## config.mk

```make
export PLATFORM = sky130hd
export DESIGN_NAME = inst_fetch_unit
export DESIGN_NICKNAME = d
export VERILOG_FILES = /design/src/rtl/inst_fetch_unit.sv
export SDC_FILE = /design/constraint.sdc
export NUM_CORES = 1
export LEC_CHECK = 0
export BUFFER_PORTS_ARGS = -buffer_cell sky130_fd_sc_hd__buf_4
export CORE_AREA = 2 2 39 41
export DETAILED_ROUTE_END_ITERATION = 7
export DIE_AREA = 0 0 41 43
export GPL_ROUTABILITY_DRIVEN = 0
export PLACE_DENSITY = 0.88
export SLEW_MARGIN = 15
export SYNTH_ARGS = -nofsm -noshare
export SYNTH_HDL_FRONTEND = slang
export SYNTH_SLANG_ARGS = --single-unit
```

## constraint.sdc

```tcl
create_clock -name clk -period 3.7 [get_ports clk]
set_clock_uncertainty 0.05 [all_clocks]
set_input_delay 1.11 -clock clk [delete_from_list [all_inputs] [get_ports clk]]
set_output_delay 1.11 -clock clk [all_outputs]
set_load 0.1 [all_outputs]
```

## src/rtl/inst_fetch_unit.sv

```systemverilog
// Instruction-fetch stage: PC register, combinational instruction ROM holding a
// fixed program, and next-PC selection between PC+4 and the J-type target.
module inst_fetch_unit #(
  parameter int          ADDR_BITS = 6,
  parameter logic [31:0] PC_RESET  = 32'h0000_0000
) (
  input  logic        clk,
  input  logic        rst,
  output logic [31:0] Inst_code
);

  localparam int         ROM_WORDS = 1 << ADDR_BITS;
  localparam logic [5:0] OP_J      = 6'b000010;

  // Fixed program; every word outside the listed ones reads as a nop.
  function automatic logic [31:0] rom_init(input int idx);
    case (idx)
      0:       rom_init = 32'h2001_0001; // addi $1,$0,1
      1:       rom_init = 32'h2002_0002; // addi $2,$0,2
      2:       rom_init = 32'h0022_1820; // add  $3,$1,$2
      3:       rom_init = 32'h0062_2022; // sub  $4,$3,$2
      4:       rom_init = 32'h0800_0000; // j    0x00000000
      default: rom_init = 32'h0000_0000;
    endcase
  endfunction

  logic [31:0] pc;
  logic [31:0] pc_plus4;
  logic [31:0] next_pc;
  logic [31:0] rom [ROM_WORDS];

  for (genvar i = 0; i < ROM_WORDS; i++) begin : g_rom
    assign rom[i] = rom_init(i);
  end

  // Byte offset bits and everything above the ROM window are dropped, so
  // addresses past the end alias back onto the start of the program.
  assign Inst_code = rom[pc[ADDR_BITS+1:2]];

  always_comb begin
    pc_plus4 = pc + 32'd4;
    next_pc  = pc_plus4;
    if (Inst_code[31:26] == OP_J)
      next_pc = {pc_plus4[31:28], Inst_code[25:0], 2'b00};
  end

  always_ff @(posedge clk) begin
    if (rst) pc <= PC_RESET;
    else     pc <= next_pc;
  end

endmodule

```

==> out/metrics.yaml <==
reg_top3: "pc: 6 flops"
io_buffers: 13
min_period_ps: 2890
row_count: 14
yosysTopAreaCell: "buf_4"
ys_top_cells_by_area: "buf_4 33%, dfxtp_1 22%, ha_1 12%"
rsz0062_at_grt: "no"
cts_resized: 0
firstDrtPassIters: 2
grt_use_total_pct: 9.75
grt_antenna_before_repair: 0
avgSynthCellArea_um2: 8.09
required_ps: 2540
synth_top_area_share_pct: 33.3
grt_pass1_vias: 314
synth_area_um2: 542
cts_hold_buf: 0
place_area_um2: 571
setup_violations: 0
grt_max_degree: 8
insertion_delay_ps: 240
cellPowerDensity_nw_per_um2: 711
combPwrFrac_pct: 68.3
largest-register: "pc"
dp_cells: 91
cts_root_buf: "clkbuf_4"
cts_sinks: 6
stdcell_area_um2: 593
largest_reg_flops: 6
hold_ws_ps: 420
yosysUniqueCellTypes: 18
finalHoldViolCount: 0
seq_area_um2: 120
clockBufferDepth: 2
post-cts-setup-buffers: 0
dp_hpwl_um: 681
layout_worst_path_cycle_share_pct: 78.0
pin_count: 34
path_max_fanout: 5
vias_per_cell: 4.05
internal_power_uw: 144
fmax_mhz: 346
n_antenna_cell: 0
core_um2: 1380
yosys-top-cells-count: "24 x buf_4, 11 x nor2_1, 6 x dfxtp_1"
swShare_pct: 65.8
totalWireLength_um: 798
max_cap_violations: 0
grt_pass1_wl_um: 1140
hp-class: "reg -> reg"
synth_seq_area_share_pct: 22.2
final_util_pct: 42.9
pwr-share-seq_pct: 17.6
htree_levels: 1
peakVddDrop_mv: 0.265
path_clk_slew_ps: 40
total_power_uw: 422
stdcell_count: 94
cp-end-kind: "output pin"
dieHeight_um: 43
grt_overflow: 0
fillers: 146
cts_tree: "done"
syn_inst: 67
synth_warnings: 0
post_drt_wl_per_cell_um: 8.49
synth-edff-count: 0
final-max-slew-violation-count: 0
drtIter0Drc: 7
cts_made_buffers: 3
drive_above_1_share_pct: 26.9
die-area_um2: 1760
power_leakage_nw: 0.304
die_x_um: 41
synthFlopType: "dfxtp_1"
ys_ff_latch: 6
drc: 0
start_kind: "register"
critical_path_class: "reg -> out"
yosysMostFrequentCell: "buf_4"
status: "finished, final reports clean"
layout.nets: 87
crit_arrival_ps: 1730
area_delta_synth_final_pct: 9.47
p_sw_uw: 277
start_util_pct: 39.2
multi_input_area_um2: 314
async_flop_share_pct: 0
clkPwrFrac_pct: 14.2
ant_nets: 0
vias: 381
==> layout make-up <==
cell class	count	area share, %
Multi-Input combinational cell	51	53.0
Timing Repair Buffer	13	16.5
Tap cell	16	3.38
Clock buffer	3	3.80
Inverter	5	3.16
Sequential cell	6	20.3
==> cells in the final DEF, fill, tap and decap left out <==
cell type	instances
dfxtp_1	6
clkbuf_4	3
buf_4	13
o21bai_4	1
xor2_1	2
nor2_1	11
a21oi_1	1
nor4b_4	1
inv_1	5
or2b_1	1
conb_1	20
or4_4	1
o21ai_0	1
or3b_4	1
nand3_1	3
or3_1	1
nand2_1	1
nor3_2	1
ha_1	5
==> critical path, cell delays in order, from the launching register on <==
cell,delay [ps]
dfxtp_1,330
inv_1,130
ha_1,150
or3b_4,400
nor3_2,140
buf_4,320
==> power groups by stage <==
| stage | Combinational (mW) | Clock, mW | Sequential [mW] |
|---|---|---|---|
| global placement | 0.287 | 0 | 0.0748 |
| floorplan | 0.281 | 0 | 0.0741 |
| global route | 0.298 | 0.0632 | 0.0748 |
| CTS | 0.289 | 0.0615 | 0.0741 |
| detailed placement | 0.289 | 0 | 0.0753 |
| finish | 0.288 | 0.0597 | 0.0742 |
==> metal layers <==
metal	wire length, µm	vias up	global-route usage (%)
li1	-	189	-
met1	262	166	9.03
met2	423	23	16.9
met3	86	3	1.57
met4	25	0	8.00
met5	0	-	0
==> path summary, 6_finish.rpt <==
check              from             to  slack (ps)  cells past startpoint
setup / recovery  pc[2]  Inst_code[16]         810                      5
hold reg to reg   pc[2]          pc[2]         420                      1
hold / removal    pc[2]          pc[2]         420                      1
setup reg to reg  pc[2]          pc[7]        2230                      5
==> cell families (layout without fill, tap and decap cells) <==
logic type	Yosys count	count (layout)	synth area share, %
compound gates	3	3	5.31
flops	6	6	22.2
fa+ha+maj	5	5	11.5
xor+xnor	2	2	3.23
other cells	1	20	0.692
buf+inv	29	21	36.7
simple gates	21	21	20.3
==> through the flow <==
stage / worst slack, ps / setup TNS, ps
global placement: 1110 / 0
global route: 703 / 0
detailed placement: 1050 / 0
floorplan: -154 / -419
CTS: 792 / 0
finish: 812 / 0
Note: power is estimated with default switching activity, not from simulation.
